--- src/rtl/capture_sequencer.sv ---
// capture_sequencer: sample-tick generator, channel enable driver and
// lowest-channel-first word serialiser for a bank of 16-bit deserializers.
// Optional macro CAPTURE_SEQ_CHTAG_EN adds fifo_chan (channel index of fifo_data).
module capture_sequencer #(
    parameter int NUM_CH = 16,
    parameter int DIV_W  = 16
) (
    input  logic                 clk,
    input  logic                 rst,
    input  logic                 start,
    input  logic                 stop,
    input  logic [DIV_W-1:0]     divisor,
    input  logic [NUM_CH-1:0]    ch_mask,
    output logic                 s2p_tick,
    output logic [NUM_CH-1:0]    s2p_enable,
    input  logic [NUM_CH-1:0]    s2p_ready,
    input  logic [NUM_CH*16-1:0] s2p_data,
    output logic [15:0]          fifo_data,
    output logic                 fifo_valid,
    input  logic                 fifo_ready,
    output logic                 running,
`ifdef CAPTURE_SEQ_CHTAG_EN
    output logic [3:0]           fifo_chan,
`endif
    output logic                 overflow
);

    typedef enum logic [1:0] {S_IDLE, S_RUN, S_DRAIN, S_HALT} state_t;

    state_t              r_state, w_state_nxt;
    logic [NUM_CH-1:0]   r_mask;
    logic [DIV_W-1:0]    r_div;
    logic [DIV_W-1:0]    r_presc;
    logic [NUM_CH-1:0]   r_pending, w_pend_nxt;
    logic                r_overflow;
    logic [15:0]         r_buf [NUM_CH];

    logic [NUM_CH-1:0]   w_rdy;
    logic                w_run, w_cap, w_ovr, w_acc, w_start_ok, w_tick;
    logic [3:0]          w_sel;

    assign w_run      = (r_state == S_RUN);
    assign w_rdy      = s2p_ready & r_mask;
    assign w_cap      = w_run && (w_rdy != '0) && (r_pending == '0);
    // a new word set arriving while the previous one is still draining is lost
    assign w_ovr      = w_run && (w_rdy != '0) && (r_pending != '0);
    assign w_acc      = fifo_valid && fifo_ready;
    assign w_start_ok = start && !stop && (ch_mask != '0);
    assign w_tick     = w_run && (r_presc == r_div);

    // lowest-index pending channel owns the output
    always_comb begin
        w_sel = '0;
        for (int i = NUM_CH - 1; i >= 0; i--)
            if (r_pending[i]) w_sel = i[3:0];
    end

    // pending bitmap: load a full set on capture, drop the lowest bit on accept
    always_comb begin
        w_pend_nxt = r_pending;
        if (w_cap)
            w_pend_nxt = w_rdy;
        else if (w_acc)
            w_pend_nxt = r_pending & (r_pending - 1'b1);
    end

    // next state: leave DRAIN (or RUN on stop/overrun) as soon as nothing remains pending
    always_comb begin
        w_state_nxt = r_state;
        case (r_state)
            S_IDLE, S_HALT: if (w_start_ok) w_state_nxt = S_RUN;
            S_RUN: begin
                if (w_ovr || stop) begin
                    if (w_pend_nxt != '0)
                        w_state_nxt = S_DRAIN;
                    else
                        w_state_nxt = w_ovr ? S_HALT : S_IDLE;
                end
            end
            S_DRAIN: if (w_pend_nxt == '0) w_state_nxt = r_overflow ? S_HALT : S_IDLE;
            default: w_state_nxt = S_IDLE;
        endcase
    end

    // control state, configuration latches, prescaler and overrun flag
    always_ff @(posedge clk) begin
        if (rst) begin
            r_state    <= S_IDLE;
            r_mask     <= '0;
            r_div      <= '0;
            r_presc    <= '0;
            r_pending  <= '0;
            r_overflow <= 1'b0;
        end else begin
            r_state   <= w_state_nxt;
            r_pending <= w_pend_nxt;
            if ((r_state == S_IDLE || r_state == S_HALT) && w_start_ok) begin
                r_mask     <= ch_mask;
                r_div      <= divisor;
                r_overflow <= 1'b0;
            end
            if (w_ovr) r_overflow <= 1'b1;
            r_presc <= (w_run && !w_tick) ? r_presc + 1'b1 : '0;
        end
    end

    // holding buffer: words are only written when the pending set is empty
    always_ff @(posedge clk) begin
        for (int i = 0; i < NUM_CH; i++)
            if (w_cap && w_rdy[i]) r_buf[i] <= s2p_data[16*i +: 16];
    end

    // output drive
    always_comb begin
        s2p_tick   = w_tick;
        s2p_enable = (r_state == S_RUN || r_state == S_DRAIN) ? r_mask : '0;
        running    = (r_state == S_RUN || r_state == S_DRAIN);
        overflow   = r_overflow;
        fifo_valid = (r_pending != '0);
        fifo_data  = fifo_valid ? r_buf[w_sel] : 16'h0;
`ifdef CAPTURE_SEQ_CHTAG_EN
        fifo_chan  = fifo_valid ? w_sel : 4'h0;
`endif
    end

endmodule

--- config.mk ---
export PLATFORM = sky130hd
export DESIGN_NAME = capture_sequencer
export DESIGN_NICKNAME = d
export VERILOG_FILES = /design/src/rtl/capture_sequencer.sv
export SDC_FILE = /design/constraint.sdc
export NUM_CORES = 1
export LEC_CHECK = 0
export BUFFER_PORTS_ARGS = -buffer_cell sky130_fd_sc_hd__buf_2
export CAP_MARGIN = 20
export CELL_PAD_IN_SITES_DETAIL_PLACEMENT = 2
export CELL_PAD_IN_SITES_GLOBAL_PLACEMENT = 2
export CORE_ASPECT_RATIO = 1.25
export CORE_MARGIN = 5
export CORE_UTILIZATION = 25
export CTS_BUF_LIST = sky130_fd_sc_hd__clkbuf_4 sky130_fd_sc_hd__clkbuf_8
export DETAILED_ROUTE_END_ITERATION = 10
export GPL_TIMING_DRIVEN = 0
export PLACE_DENSITY_LB_ADDON = 0.1
export SLEW_MARGIN = 30
export SYNTH_ARGS = -nofsm -noshare
export SYNTH_HDL_FRONTEND = slang
export SYNTH_SLANG_ARGS = --single-unit
--- constraint.sdc ---
create_clock -name clk -period 5.32 [get_ports clk]
set_clock_uncertainty 0.05 [all_clocks]
set_input_delay 1.064 -clock clk [delete_from_list [all_inputs] [get_ports clk]]
set_output_delay 1.064 -clock clk [all_outputs]
set_load 0.02 [all_outputs]
-- Word level (Yosys, flattened, before mapping)
Memories as Yosys holds them, arrays and structs flattened.
Cells that the tools add are included.
- flip-flop bits (word level): 67
- memory bits (writable): 256
- input bits: 309
- output and inout port bits: 36
- logic and storage cells: 121
- memories kept: 1
- memory list (memory ; words ; bits a word ; read ports ; clocked after Yosys merged registers in ; write ports ; RTL line ; source):
    r_buf ; 16 ; 16 ; 1 ; 0 ; 16 ; 36 ; logic [15:0] r_buf [NUM_CH];
- $add $sub $neg: 2
- equal/unequal tests: 7
- muxes and demuxes: 61
- bitwise gates (word level): 3
- reduce and logical (&&, ||, !) cells: 41
- operators by type and width (cell ; count):
    $mux W16 ; 4
    $mux W4 ; 16
    $reduce_bool A16 Y1 ; 4
    $mux W1 ; 34
    $and A16 B16 Y16 ; 2
    $logic_not A16 Y1 ; 2
    $logic_and A1 B1 Y1 ; 25
    $add A16 B1 Y16 const B ; 1
    $eq A16 B16 Y1 ; 1
    $sub A16 B1 Y16 const B ; 1
    $mux W2 ; 6
    $pmux W2 S3 ; 1
    $eq A2 B2 Y1 const B ; 2
    $ne A2 B2 Y1 const B ; 2
    $reduce_or A2 Y1 ; 2
    $logic_or A1 B1 Y1 ; 3
    $reduce_and A3 Y1 ; 1
    $eq A2 B1 Y1 const B ; 1
    $logic_not A1 Y1 ; 2
    $logic_not A2 Y1 ; 1
    $ne A2 B1 Y1 const B ; 1
    $reduce_bool A2 Y1 ; 1
    $not A1 Y1 ; 1

-- Logic depth before layout (Yosys ltp)
Gate-level depths: netlist of run 1.
An unclocked memory read counts as a cell.
- depth in word-level cells: 18
- mapped depth: 13
- depth with buffers taken out: 8

-- Worst setup path after synthesis of run 1
No wires, ideal clock.
- kind: register -> output
- start point: reg r_pending[12]
- end point: out fifo_data[11]
- arrival time: 2.766 ns
- data required time: 4.206 ns
- slack: 1.440 ns
- cell stages (with the launch flop): 10
- path buffers: 2
- cell sequence: dfxtp_1 > or4_1 > a21oi_1 > nor2_1 > nand2b_1 > buf_2 > clkbuf_1 > o32a_1 > a21oi_1 > o41ai_1
- cells in the longest elaborated chain, start to end: 15
- elaborated cells on any way between the ends: 16
- classes of those cells: mux: 14; reduce/logical: 1; memory: 1
- RTL lines (element ; RTL line ; source):
    from (decl) ; 34 ; logic [NUM_CH-1:0] r_pending, w_pend_nxt;
    from (signal assigned) ; 96 ; r_pending <= w_pend_nxt;
    $mux W4 (13 in series) ; 55 ; if (r_pending[i]) w_sel = i[3:0];
    $mem_v2 Z16 W16 ; n/a ;
    $mux W16 (*) ; 120 ; fifo_data = fifo_valid ? r_buf[w_sel] : 16'h0;
    to (decl) ; 18 ; output logic [15:0] fifo_data,
Mark *: on every way between the ends. The rest lies on a longest branch, timed or not.

-- Worst setup path after layout of run 1
- start point: reg r_pending[10]
- end point: out fifo_data[6]
- cells in the longest elaborated chain, start to end: 13
- elaborated cells on any way between the ends: 14
- classes of those cells: mux: 12; reduce/logical: 1; memory: 1
- RTL lines (element ; RTL line):
    $mux W4 (11 in series) ; 55
    $mem_v2 Z16 W16 ; n/a
    $mux W16 (*) ; 120
Marked as above.

==> impl_metrics.tcl, run 1 <==
set metrics [dict create \
    fmax_mhz 198 \
    port-buffer-count 343 \
    tns_ps 0 \
    layout.nets 1833 \
    path_clk_slew_ps 60 \
    cts_hold_buf 0 \
    dp_hpwl_um 46200 \
    std_cell_rows 94 \
    synth_edf_count 256 \
    floorplan.die.width_um 217 \
    avgSynthCellArea_um2 12.0 \
    clock_tree_root_driver_cell "clkbuf_8" \
    critical-path-top-cell-by-count "clkbuf_1" \
    post-route-util_pct 32.8 \
    timing.critical_path.slowest_cell_delay_ps 720 \
    synth_xor_xnor_area_share_pct 1.97 \
    run_status "finished clean" \
    boundaryPins 345 \
    cells_traversed_along_the_worst_timing_path "clkbuf_1, nor4_1, a21oi_1, or2_2, nor2_1, clkbuf_1, a32oi_1, nand3_1, o41ai_2, buf_2" \
    relative_slew_slack_pct 38.6 \
    htree_num_levels 2 \
    die_area_um2 58200 \
    die_h_um 269 \
    cts_made_buffers 59 \
    synth-compound-area-share_pct 8.31 \
    fillCellCount 5758 \
    internal_power_mw 4.46 \
    critical_path_fanout_max 10 \
    cts.sink_count 323 \
    layout-area-overhead-vs-synth_pct 29.7 \
    grt_max_degree 18 \
    routabilityCongestion 0.813 \
    netSwitchingPower_mw 1.88 \
    period_share_pct 95.0 \
    clock_power_share_pct 37.8 \
    detailedRoute.firstIterationViolations 533 \
    tritoncts "done" \
    postSynthRegisterBits 323 \
    post-route-min-period_ps 5050 \
    proportion_of_layout_cells_with_a_drive_suffix_above_1_pct 32.4 \
    rsz0062_at_grt "no" \
    first_pass_grt_wire_length_um 84600 \
    grt_antenna_before_repair 16 \
    synth-async-reset-ratio_pct 0 \
    finalSetupViolations 0 \
    min_path_type "reg -> reg" \
    synth_adder_area_share_pct 0.365 \
    pre_cts_slack_ps -156 \
    synthesis.instances 1113 \
    ant_nets 0 \
    ctsLongestPathBuffers 3 \
    cap_violations 0 \
    power_density_nw_per_um2 366 \
    design.core.area_um2 52800 \
    post-synth-top-area-fraction_pct 57.5 \
    yosysUniqueCellTypes 61 \
    route.detailed.wl_per_inst_um 27.0 \
    fin_cells 2249 \
    initial_core_util_pct 25.3 \
    path_class "reg -> out" \
    yosys-mux-area-fraction_pct 3.52 \
    grt.overflow.total 0 \
    worst-path-buf-inv 3 \
    synth_top_area_cell "edfxtp_1" \
    hold_viol 0 \
    drc 0 \
    worst_setup_path_end_kind "primary output" \
    wirelength_um 60700 \
    p_seq_share_pct 44.5 \
    mappedNetlistNets 1425 \
    most_used_standard_cells_in_the_synthesized_netlist "edfxtp_1, nand2_1, nand3_1, nor2_1, dfxtp_1" \
    sequential_share_of_the_synthesized_area_pct 67.6 \
    vias_in_the_first_global_route 12100 \
    power.switching_fraction_pct 29.7 \
    finalWorstSetupSlack_ps 267 \
    num_vias 10700 \
    numPlacedInstances 2134 \
    report.power.total_mw 6.34 \
    worstMarginPinSlew_ps 920 \
    clk_latency_ps 650 \
    synth.top_cells.by_area "edfxtp_1, dfxtp_1, nand2_1" \
    start_kind "flip-flop" \
    netlist_area_um2 13400 \
    global_route.usage.total_pct 20.2 \
    routed_via_density 4.77 \
    synthMostInstantiatedCell "edfxtp_1" \
    synth_flop_cell "edfxtp_1" \
    detail_route.first_pass.iterations 4 \
    synth-warning-count 0 \
    power.combinational.fraction_pct 17.7 \
    cellLeakagePower_nw 6.76 \
    arrival_ps 3940 \
    synth_top_family_by_area "simple AND/OR/NAND/NOR gates" \
    worst-endpoint-required_ps 4210 \
    timing.critical_path.max_delay_family "simple AND/OR/NAND/NOR gates" \
    synth_simple_gate_area_share_pct 15.9 \
    cpMaxStageDelayCell "clkbuf_1" \
    final-max-slew-violation-count 0 \
    vdd_ir_drop_max_mv 0.157 \
]
cell type report:
class | instances | area [um2] | share of cell area, %
clock inverter | 19 | 111 | 0.642
multi-input combinational | 711 | 4100 | 23.7
timing repair buffer | 349 | 1810 | 10.5
inverter | 19 | 71.3 | 0.411
antenna | 14 | 35.0 | 0.202
buffer | 58 | 287 | 1.65
tap | 672 | 841 | 4.85
clock buffer | 84 | 1050 | 6.06
sequential | 323 | 9030 | 52.1
worst paths after layout:
check	cells past startpoint	endpoint	startpoint	slack, ps
hold / removal	1	r_presc[0]	r_presc[0]	450
hold reg to reg	1	r_presc[0]	r_presc[0]	450
setup / recovery	10	fifo_data[6]	r_pending[10]	270
setup reg to reg	8	r_buf[8][7]	r_pending[10]	1410
routing by layer:
layer | GRT usage, % | vias to the layer above | routed length (um)
li1 | - | 4940 | -
met3 | 4.66 | 96 | 3440
met2 | 38.0 | 288 | 32300
met5 | 0 | - | 70
met1 | 22.9 | 5390 | 23400
met4 | 5.62 | 12 | 1450
power by group through the flow:
| stage | Combinational, mW | Clock (mW) | Sequential [mW] |
|---|---|---|---|
| after floorplan | 0.586 | 0 | 2.86 |
| after global placement | 1.10 | 0 | 2.87 |
| after detailed placement | 1.13 | 0 | 2.87 |
| after CTS | 1.14 | 2.50 | 2.82 |
| after global routing | 1.22 | 2.59 | 2.83 |
| final | 1.12 | 2.40 | 2.82 |
registers in the layout, indices dropped and copies added, names as in the netlist:
register,flops
r_buf,256
r_div,16
r_mask,16
r_pending,16
r_presc,16
r_state,2
overflow,1
worst register-to-register path: cells and delay by family, from the launching register on:
kind / cells / cell delay, ps
simple gates: 4 / 2500
buf+inv: 4 / 780
flops: 1 / 300
through the flow:
step / hold WS (ps) / instance area, um2
5_1_grt: 473 / 17300
3_5_place_dp: 447 / 16100
3_3_place_gp: 435 / 15900
2_1_floorplan: 402 / 13400
6_report: 452 / 17300
4_1_cts: 453 / 17200
kinds of logic after synthesis:
| logic type | after synthesis |
|---|---|
| muxes | 47 |
| xor gates and xnor gates | 30 |
| DFF | 323 |
| AOI/OAI and AO/OA | 161 |
| buffers and inverters | 79 |
| and+or+nand+nor | 469 |
| adders and majority gates | 4 |
placed cells by master, fill, tap and decap left out, types with 9 or more instances in the layout:
master	count
mux2i_1	47
edfxtp_1	256
clkbuf_1	23
a31oi_1	15
xor2_1	9
clkbuf_2	13
nor2_1	75
clkbuf_4	23
clkinv_1	12
and3_1	9
nor2b_1	20
xnor2_1	21
buf_2	352
nand4_1	16
inv_2	11
a21oi_1	36
dfxtp_1	67
a32oi_1	10
clkbuf_8	67
o21ai_0	21
diode_2	14
nand2_1	211
nand3_1	91
timing repair:
item	4_1_cts	5_1_grt
cloned	0	0
setup buffers	0	0
pin swaps	0	0
gates resized for setup	15	27
endpoints found under the setup margin	11	11
Note: power is estimated with default switching activity, not from simulation.
==> run 2: changes to the inputs <==
--- a/config.mk
+++ b/config.mk
@@ -11,7 +11,7 @@
 export CELL_PAD_IN_SITES_GLOBAL_PLACEMENT = 2
 export CORE_ASPECT_RATIO = 1.25
 export CORE_MARGIN = 5
-export CORE_UTILIZATION = 25
+export CORE_UTILIZATION = 38
 export CTS_BUF_LIST = sky130_fd_sc_hd__clkbuf_4 sky130_fd_sc_hd__clkbuf_8
 export DETAILED_ROUTE_END_ITERATION = 10
 export GPL_TIMING_DRIVEN = 0
==> run 2 against run 1 <==
Net effect:
- first-iteration DRC count up 32%
- flip-flop and latch count stayed put
- sequential share of layout area up 1.4 points
- final cell count down 9.3%
- total power fell by 3.1%
- sequential power about the same
- critical endpoint is now fifo_data[11]
- largest power group unchanged
==> impl_metrics.tcl, run 2 (same netlist as run 1, synthesis figures left out) <==
set metrics [dict create \
    cells_traversed_along_the_worst_timing_path "or4_1, a21oi_1, nor2_1, nand2b_1, buf_2, clkbuf_1, o32a_1, a21oi_1, o41ai_1, buf_2" \
    run_status "finished clean" \
    route.met2.wl_um 29900 \
    met3WireLength_um 4260 \
    post-route-util_pct 48.8 \
    worstMarginPinSlew_ps 996 \
    detailedRoute.firstIterationViolations 706 \
    critical_path_fanout_max 10 \
    cap_violations 0 \
    grt_max_degree 18 \
    ant_nets 0 \
    path_clk_slew_ps 60 \
    floorplan.die.width_um 178 \
    power_density_nw_per_um2 364 \
    std_cell_rows 76 \
    finalWorstSetupSlack_ps 118 \
    initial_core_util_pct 38.6 \
    hold_viol 0 \
    min_path_type "reg -> reg" \
    global_route.usage.total_pct 28.0 \
    largest_register_ffs 256 \
    worst_setup_path_end_kind "primary output" \
    proportion_of_layout_cells_with_a_drive_suffix_above_1_pct 30.7 \
    boundaryPins 345 \
    tritoncts "done" \
    timing.critical_path.slowest_cell_delay_ps 640 \
    cts_made_buffers 54 \
    period_share_pct 97.8 \
    die_area_um2 39000 \
    fmax_mhz 192 \
    route.detailed.wl_per_inst_um 27.7 \
    drc 0 \
    worst-path-buf-inv 3 \
    cellLeakagePower_nw 6.68 \
    post_dp_cell_area_um2 15800 \
    rsz0062_at_grt "yes" \
    report.power.total_mw 6.14 \
    layout.nets 1828 \
    total_number_of_cells_along_the_worst_setup_path 10 \
    routabilityCongestion 0.860 \
    post-route-min-period_ps 5200 \
    wl_met1_um 19600 \
    htree_num_levels 2 \
    routed_via_density 5.43 \
    fin_cells 2040 \
    grt.overflow.total 0 \
    registers.top_by_ff_count "r_buf" \
    relative_slew_slack_pct 33.5 \
    cpMaxStageDelayCell "or4_1" \
    cts.sink_count 323 \
    worst-endpoint-required_ps 4210 \
    arrival_ps 4090 \
    clock_tree_root_driver_cell "clkbuf_8" \
    ctsLongestPathBuffers 3 \
    path_class "reg -> out" \
    num_vias 11100 \
    design.core.area_um2 34600 \
    start_kind "flip-flop" \
    pre_cts_slack_ps 182 \
    timing.critical_path.max_delay_family "compound AO/OA/AOI/OAI gates" \
    first_pass_grt_wire_length_um 79000 \
    clk_latency_ps 620 \
    fillCellCount 3681 \
    vias_in_the_first_global_route 12500 \
    dr.max_layer_used "met5" \
    finalSetupViolations 0 \
    timing.reg2reg.worst_path_depth 7 \
    finalInstanceArea_um2 16900 \
    numPlacedInstances 1928 \
    grt_antenna_before_repair 24 \
    wirelength_um 56500 \
    hold-path-cell-count 1 \
    detail_route.first_pass.iterations 5 \
    port-buffer-count 343 \
    die_h_um 220 \
    layout-area-overhead-vs-synth_pct 26.3 \
    vdd_ir_drop_max_mv 0.169 \
    final-max-slew-violation-count 0 \
    mostFrequentLayoutCells "buf_2, edfxtp_1, nand2_1, nand3_1, nor2_1" \
    mostFrequentLayoutCell "buf_2" \
    dp_hpwl_um 42900 \
]
run 2: worst reg2reg max path, delay by kind of cell (launching register included):
| kind | cells | cell delay (ps) |
|---|---|---|
| buf+inv | 3 | 1680 |
| simple gates | 4 | 1360 |
| flops | 1 | 370 |
run 2: timing repair:
item,4_1_cts,5_1_grt
resized for setup,9,5
pin swaps,0,0
setup endpoints to repair,11,5
hold buffers,0,0
setup buffers,0,0
endpoints found under the hold margin,0,0
run 2: report_power, final:
group          leakage, nW  internal (mW)  switching, mW
registers             2.85           2.78         0.0362
logic                 3.26          0.355          0.746
clock network        0.567           1.18           1.04
run 2: per-stage QoR:
stage / setup TNS (ps) / hold slack, ps
2_1_floorplan: 0 / 402
3_5_place_dp: 0 / 433
5_1_grt: -71.6 / 473
6_report: 0 / 438
3_3_place_gp: 0 / 421
4_1_cts: 0 / 445
run 2: path summary, 6_finish.rpt:
| check | from | slack, ps | end |
|---|---|---|---|
| min reg2reg | r_presc[0] | 440 | r_presc[0] |
| max reg2reg | r_pending[0] | 1470 | r_buf[6][14] |
| min | r_presc[0] | 440 | r_presc[0] |
| max | r_pending[12] | 120 | fifo_data[11] |
run 2: area by class of cell:
cell class,count,area [um2],share of cell area [%]
sequential,323,9030,53.5
multi-input combinational,711,4060,24.0
timing repair buffer,347,1790,10.6
antenna,13,32.5,0.193
inverter,19,71.3,0.422
clock inverter,16,75.1,0.445
tap,468,586,3.47
buffer,60,264,1.56
clock buffer,83,986,5.84
run 2: routing by layer:
| layer | up-vias | track usage [%] |
|---|---|---|
| li1 | 4933 | - |
| met1 | 5520 | 29.2 |
| met2 | 446 | 52.0 |
| met3 | 156 | 7.76 |
| met4 | 32 | 12.2 |
| met5 | - | 0 |
